## src/rtl/pong_pkg.sv

```systemverilog
// Shared types for the object hit scheduler: coordinate widths, FSM encoding
// and the object-table entry record.
package pong_pkg;

  localparam int unsigned X_W         = 10;
  localparam int unsigned Y_W         = 9;
  localparam int unsigned SZ_W        = 4;
  localparam int unsigned NUM_OBJ_DEF = 4;

  typedef enum logic [1:0] {
    IDLE = 2'd0,
    SCAN = 2'd1,
    DONE = 2'd2
  } scan_state_t;

  typedef struct packed {
    logic            en;
    logic            dotted;
    logic [X_W-1:0]  x;
    logic [Y_W-1:0]  y;
    logic [SZ_W-1:0] w;
    logic [SZ_W-1:0] h;
  } obj_entry_t;

endpackage

```

## src/rtl/obj_hit_test.sv

```systemverilog
// Combinational test of one object-table entry against a pixel position:
// solid boxes report hit, dotted columns report hit or gap.
module obj_hit_test
  import pong_pkg::*;
(
  input  obj_entry_t       entry,
  input  logic [X_W-1:0]   px,
  input  logic [Y_W-1:0]   py,
  output logic             hit,
  output logic             gap
);

  logic [X_W:0]   x_end;
  logic [Y_W:0]   y_end;
  logic           in_x;
  logic           in_y;
  logic [Y_W-1:0] period;
  logic [Y_W-1:0] phase;
  logic           stripe_on;

  always_comb begin
    // Extents are one bit wider so objects near the screen edge never wrap.
    x_end  = {1'b0, entry.x} + {{(X_W + 1 - SZ_W){1'b0}}, entry.w};
    y_end  = {1'b0, entry.y} + {{(Y_W + 1 - SZ_W){1'b0}}, entry.h};
    in_x   = entry.en && (px >= entry.x) && ({1'b0, px} <= x_end);
    in_y   = (py >= entry.y) && ({1'b0, py} <= y_end);

    period    = {{(Y_W - SZ_W - 1){1'b0}}, entry.w, 1'b0};
    phase     = (entry.w == '0) ? '0 : (py % period);
    stripe_on = phase < {{(Y_W - SZ_W){1'b0}}, entry.w};

    hit = 1'b0;
    gap = 1'b0;
    if (entry.dotted) begin
      if (in_x && (entry.w != '0)) begin
        hit = stripe_on;
        gap = !stripe_on;
      end
    end else begin
      hit = in_x && in_y;
    end
  end

endmodule

```

## src/rtl/object_hit_scheduler.sv

```systemverilog
// Scans the object table one entry per cycle for a polled pixel and reports
// the lowest-index hit, or the first dotted-column gap as an alternate result.
module object_hit_scheduler
  import pong_pkg::*;
#(
  parameter int unsigned NUM_OBJ = NUM_OBJ_DEF,
  parameter int unsigned IDX_W   = 2
) (
  input  logic             clk,
  input  logic             reset,
  input  logic             cfg_we,
  input  logic [IDX_W-1:0] cfg_idx,
  input  logic             cfg_en,
  input  logic             cfg_dotted,
  input  logic [X_W-1:0]   cfg_x,
  input  logic [Y_W-1:0]   cfg_y,
  input  logic [SZ_W-1:0]  cfg_w,
  input  logic [SZ_W-1:0]  cfg_h,
  input  logic             poll_valid,
  output logic             poll_ready,
  input  logic [X_W-1:0]   poll_x,
  input  logic [Y_W-1:0]   poll_y,
  output logic             res_valid,
  input  logic             res_ready,
  output logic             res_hit,
  output logic             res_alt,
  output logic [IDX_W-1:0] res_id
);

  localparam logic [IDX_W-1:0] LAST_IDX = IDX_W'(NUM_OBJ - 1);

  obj_entry_t table_q [NUM_OBJ];

  scan_state_t      state_q, state_d;
  logic [X_W-1:0]   px_q, px_d;
  logic [Y_W-1:0]   py_q, py_d;
  logic [IDX_W-1:0] scan_idx_q, scan_idx_d;
  logic             scan_more_q, scan_more_d;
  logic             stg_vld_q, stg_vld_d;
  logic             stg_hit_q, stg_hit_d;
  logic             stg_gap_q, stg_gap_d;
  logic             stg_last_q, stg_last_d;
  logic [IDX_W-1:0] stg_id_q, stg_id_d;
  logic             alt_vld_q, alt_vld_d;
  logic [IDX_W-1:0] alt_id_q, alt_id_d;
  logic             res_hit_q, res_hit_d;
  logic             res_alt_q, res_alt_d;
  logic [IDX_W-1:0] res_id_q, res_id_d;

  logic             eval_hit;
  logic             eval_gap;

  obj_hit_test u_hit_test (
    .entry (table_q[scan_idx_q]),
    .px    (px_q),
    .py    (py_q),
    .hit   (eval_hit),
    .gap   (eval_gap)
  );

  always_ff @(posedge clk) begin
    if (!reset) begin
      for (int unsigned i = 0; i < NUM_OBJ; i++) begin
        table_q[i] <= '0;
      end
    end else if (cfg_we) begin
      table_q[cfg_idx] <= {cfg_en, cfg_dotted, cfg_x, cfg_y, cfg_w, cfg_h};
    end
  end

  always_ff @(posedge clk) begin
    if (!reset) begin
      state_q     <= IDLE;
      px_q        <= '0;
      py_q        <= '0;
      scan_idx_q  <= '0;
      scan_more_q <= 1'b0;
      stg_vld_q   <= 1'b0;
      stg_hit_q   <= 1'b0;
      stg_gap_q   <= 1'b0;
      stg_last_q  <= 1'b0;
      stg_id_q    <= '0;
      alt_vld_q   <= 1'b0;
      alt_id_q    <= '0;
      res_hit_q   <= 1'b0;
      res_alt_q   <= 1'b0;
      res_id_q    <= '0;
    end else begin
      state_q     <= state_d;
      px_q        <= px_d;
      py_q        <= py_d;
      scan_idx_q  <= scan_idx_d;
      scan_more_q <= scan_more_d;
      stg_vld_q   <= stg_vld_d;
      stg_hit_q   <= stg_hit_d;
      stg_gap_q   <= stg_gap_d;
      stg_last_q  <= stg_last_d;
      stg_id_q    <= stg_id_d;
      alt_vld_q   <= alt_vld_d;
      alt_id_q    <= alt_id_d;
      res_hit_q   <= res_hit_d;
      res_alt_q   <= res_alt_d;
      res_id_q    <= res_id_d;
    end
  end

  always_comb begin
    state_d     = state_q;
    px_d        = px_q;
    py_d        = py_q;
    scan_idx_d  = scan_idx_q;
    scan_more_d = scan_more_q;
    stg_vld_d   = stg_vld_q;
    stg_hit_d   = stg_hit_q;
    stg_gap_d   = stg_gap_q;
    stg_last_d  = stg_last_q;
    stg_id_d    = stg_id_q;
    alt_vld_d   = alt_vld_q;
    alt_id_d    = alt_id_q;
    res_hit_d   = res_hit_q;
    res_alt_d   = res_alt_q;
    res_id_d    = res_id_q;

    unique case (state_q)
      IDLE: begin
        if (poll_valid) begin
          state_d     = SCAN;
          px_d        = poll_x;
          py_d        = poll_y;
          scan_idx_d  = '0;
          scan_more_d = 1'b1;
          stg_vld_d   = 1'b0;
          alt_vld_d   = 1'b0;
          alt_id_d    = '0;
        end
      end

      SCAN: begin
        // Each entry's test result is registered and acted on one cycle
        // later; the entry evaluated meanwhile is simply dropped on a hit.
        if (scan_more_q) begin
          stg_vld_d   = 1'b1;
          stg_hit_d   = eval_hit;
          stg_gap_d   = eval_gap;
          stg_id_d    = scan_idx_q;
          stg_last_d  = (scan_idx_q == LAST_IDX);
          scan_more_d = (scan_idx_q != LAST_IDX);
          scan_idx_d  = scan_idx_q + IDX_W'(1);
        end else begin
          stg_vld_d   = 1'b0;
        end

        if (stg_vld_q) begin
          if (stg_hit_q) begin
            state_d   = DONE;
            res_hit_d = 1'b1;
            res_alt_d = 1'b0;
            res_id_d  = stg_id_q;
          end else begin
            if (stg_gap_q && !alt_vld_q) begin
              alt_vld_d = 1'b1;
              alt_id_d  = stg_id_q;
            end
            if (stg_last_q) begin
              state_d   = DONE;
              res_hit_d = 1'b0;
              res_alt_d = alt_vld_q || stg_gap_q;
              res_id_d  = alt_vld_q ? alt_id_q : (stg_gap_q ? stg_id_q : '0);
            end
          end
        end
      end

      DONE: begin
        if (res_ready) begin
          state_d   = IDLE;
          res_hit_d = 1'b0;
          res_alt_d = 1'b0;
          res_id_d  = '0;
        end
      end

      default: state_d = IDLE;
    endcase
  end

  assign poll_ready = reset && (state_q == IDLE);
  assign res_valid  = (state_q == DONE);
  assign res_hit    = res_valid && res_hit_q;
  assign res_alt    = res_valid && res_alt_q;
  assign res_id     = res_valid ? res_id_q : '0;

endmodule

```

## config.mk

```make
export PLATFORM = sky130hd
export DESIGN_NAME = object_hit_scheduler
export DESIGN_NICKNAME = d
export VERILOG_FILES = /design/src/rtl/pong_pkg.sv /design/src/rtl/obj_hit_test.sv /design/src/rtl/object_hit_scheduler.sv
export SDC_FILE = /design/constraint.sdc
export NUM_CORES = 1
export LEC_CHECK = 0
export ABC_AREA = 1
export BUFFER_PORTS_ARGS = -buffer_cell sky130_fd_sc_hd__buf_2
export CORE_AREA = 2 2 129 131
export CTS_BUF_LIST = sky130_fd_sc_hd__clkbuf_4 sky130_fd_sc_hd__clkbuf_8
export CTS_CLUSTER_SIZE = 16
export DETAILED_ROUTE_END_ITERATION = 10
export DIE_AREA = 0 0 131 133
export PLACE_DENSITY = 0.79
export SLEW_MARGIN = 20
export SYNTH_ARGS = -nofsm -noshare
export SYNTH_HDL_FRONTEND = slang
export SYNTH_SLANG_ARGS = --single-unit
export TNS_END_PERCENT = 20
```

## constraint.sdc

```tcl
create_clock -name clk -period 23.7 [get_ports clk]
set_clock_uncertainty 0.15 [all_clocks]
set_input_delay 2.37 -clock clk [delete_from_list [all_inputs] [get_ports clk]]
set_output_delay 2.37 -clock clk [all_outputs]
set_load 0.01 [all_outputs]
```

==> summary.md <==
| Metric | Value |
|---|---|
| Clk_lat worst skew | `between 0.4 and 0.5 ns` |
| Synth Cell Area | `between 9000 and 10000 sq um` |
| Total clock sinks | `approximately 160` |
| DP Cell Count | `roughly 1300` |
| N_diodes | `0` |
| Post-CTS Setup Inserts | `0` |
| Die area | `around 17000 sq um` |
| HP Class | `reg -> reg` |
| CP Max Fanout | `between 50 and 60` |
| Finished Cell Area | `around 10000 sq um` |
| TritonCTS Buffers | `17` |
| Post-DP HPWL | `about 13000 um` |
| Gpl congestion | `around 0.83` |
| CTS HTree Levels | `4` |
| Nets | `1272` |
| CTS tree | `built` |
| Iter 0 DRT Violations | `between 400 and 500` |
| Post-synth top area cell | `edfxtp_1` |
| Drt total wl | `just under 20000 um` |
| # DRC | `0` |
| Post-route insts no fill | `~1400` |
| Mapped Cells | `1091` |
| Register area | `between 4000 and 5000 sq um` |
| Final Setup Violations | `0` |
| Core box area | `around 16000 sq um` |
| Syn Area/Cell | `8.60 sq um` |
| Area contributors post-synth | `edfxtp_1 (37%), ha_1 (10%), dfxtp_1 (8.3%)` |
| Syn-to-layout area delta | `9.10%` |
| Part of the Yosys area used for sequential elements | `between 40% and 50%` |
| RSZ-0062 raised after global routing | `no` |
| Routed vias | `between 7000 and 8000` |
| Tot GR Track Use | `about a quarter` |
| M1 GR Usage | `a little under a third` |
| Global Route met3 Usage | `roughly 5.5%` |
| Largest net degree at the start of global routing | `60` |
| Ys async rst share | `0%` |
| Least-Margin Pin Slew | `0.934 ns` |
| Post-DR vias/cell | `around 5.4` |
| Hold_ws | `0.310 ns` |
| Met2 Use GR | `39.5%` |
| Layout cells sized above 1 | `13.6%` |
| Final Max Tran Viols | `0` |
| Clock slew at reported path FFs | `0.08 ns` |
| Power per cell area | `between 100 and 150 nW/um^2` |
| Crit. End Element | `register` |
| IO Count | `roughly 60` |
| Synth Flop Type | `edfxtp_1` |
| Antenna viol nets, final | `0` |
| Layout fillers | `1362` |
| Max stage delay on crit path | `0.76 ns` |
| Rows | `47` |
| Post-synth EDFFs | `around 120` |
| # resized after CTS | `0` |
| Leak pwr | `roughly 4.6 nW` |
| GRT Max-Usage Layer | `met2` |
| Syn_nets | `about 1200` |
| Worst EP arrival | `12.78 ns` |
| Setup TNS | `0 ns` |
| Synth warn | `0` |
| Crit Path Class | `reg -> reg` |
| Avg WL per Cell | `~14 um` |
| Vias in the first global route | `between 7000 and 8000` |
| First-pass GRT wire length | `around 33000 um` |
| DIE HEIGHT | `between 100 and 150 um` |
| Max Cap Viol | `0` |
| Max Freq | `between 70 and 80 MHz` |
| Cell variety after synth | `53` |
| Final Hold Viols | `0` |
| CP startpoint kind | `register` |
| Die width | `131 um` |
| Status | `complete, no violations` |
| Clock buffer depth | `2` |
| Top-count cell post-synth | `nor2_1` |
| Flops & latches, synth | `155` |
| Slowest cell on the critical path | `inv_2` |
| Tot Pwr | `1.25 mW` |
| Placed cell areas | `~9900 sq um` |
| GRT Residual Overflow | `0` |
| Iteration count of the initial detailed-routing pass | `6` |
| Port bufs | `60` |
| Initial Utilization | `between 50% and 60%` |
| Tcrit/Tclk final | `~53%` |
| Initial antenna violation count | `0` |
| Multi-input gate area | `4460 sq um` |
| Max VDD drop | `around 0.19 mV` |
| WP data required | `23.89 ns` |
| Worst rel slew slack | `between 30% and 40%` |
| Synth top area share | `a little under two fifths` |
| Cell mode on critical path | `nand2_1` |
| Hold-fix buffers, CTS | `0` |
| Root buffer cell | `clkbuf_8` |
| Post-synth top cells | `nor2_1 (186), nand2_1 (168), inv_1 (120), edfxtp_1 (116), ha_1 (77)` |
| Crit path time final | `around 13 ns` |
[flip-flops by register name, summed over array words and instances, names as in the netlist, named ones only]
| name | count |
|---|---|
| table_q | 116 |
| px_q | 10 |
| py_q | 9 |
| alt_id_q | 2 |
| res_id_q | 2 |
| scan_idx_q | 2 |
| state_q | 2 |
| stg_id_q | 2 |
| alt_vld_q | 1 |
| res_alt_q | 1 |
| res_hit_q | 1 |
| scan_more_q | 1 |
| stg_gap_q | 1 |
| stg_hit_q | 1 |
| stg_last_q | 1 |
| stg_vld_q | 1 |
[layer usage]
layer	part of all wire, %	wire [um]
met4	2.3	452
met2	48	9470
met1	44	8790
met5	0	0
met3	5.5	1090
[critical path: cells and delay by family (launching register included)]
kind	cells	cell delay (ns)
AO/OA/AOI/OAI	19	2.94
adder cells (fa/ha/maj)	9	2.89
flip-flops	1	0.32
AND/OR/NAND/NOR	38	4.06
buffers and inverters	15	2.01
[area by class of cell]
class | count | share of cell area (%)
Tap cell | 220 | 2.69
Clock buffer | 20 | 2.51
Inverter | 128 | 4.70
Clock inverter | 11 | 0.954
Sequential cell | 155 | 41.7
Timing Repair Buffer | 73 | 3.89
Multi-Input combinational cell | 763 | 43.6
[worst paths after layout]
kind	slack, ns	endpoint	from	cells past startpoint
max	11.11	stg_gap_q$_SDFFE_PN0P_	register	81
min	0.31	stg_last_q$_SDFFE_PN0P_	stg_last_q$_SDFFE_PN0P_	2
max reg2reg	11.11	stg_gap_q$_SDFFE_PN0P_	register	81
min reg2reg	0.31	stg_last_q$_SDFFE_PN0P_	stg_last_q$_SDFFE_PN0P_	2
[cells in the final DEF (no fill, tap or decap), types with 4 or more instances in the layout]
cell        n
a21boi_0    4
a21oi_1    60
a32oi_1    14
buf_2      60
buf_4      13
clkbuf_8   17
clkinv_1    5
dfxtp_1    38
edfxtp_1  116
ha_1       77
inv_1     120
inv_2       6
nand2_1   167
nand2_2    14
nand2_4     5
nand3_1    36
nand3_2     9
nand4_1     7
nor2_1    186
nor3_1     32
o21ai_0    64
o21ai_2     4
o21bai_1    4
o22ai_1     8
or2_2       5
xnor2_1    10
xor2_1     15
[per-stage QoR]
stage	utilization [%]	setup WS (ns)
after CTS	63.3	11.12
after global routing	63.3	9.69
after detailed placement	61.1	11.16
after global placement	61.1	11.71
after floorplan	-	12.72
final	63.3	11.11
[logic make-up after synthesis]
| kind of cell | synth area share (%) |
|---|---|
| and+or+nand+nor | 22.8 |
| buffers and inverters | 7.06 |
| AOI/OAI and AO/OA | 11.7 |
| xor gates and xnor gates | 2.33 |
| DFF | 45.5 |
| adders and majority gates | 10.7 |
[report_power, final]
part           internal [mW]  switching [mW]  total (mW)  leakage (nW)
clock                 0.0855          0.0966       0.182         0.180
combinational          0.286           0.466       0.753          2.99
sequential             0.311         0.00791       0.318          1.45
total                  0.683           0.571        1.25          4.62
No activity file was read; power rests on OpenSTA's default activity.
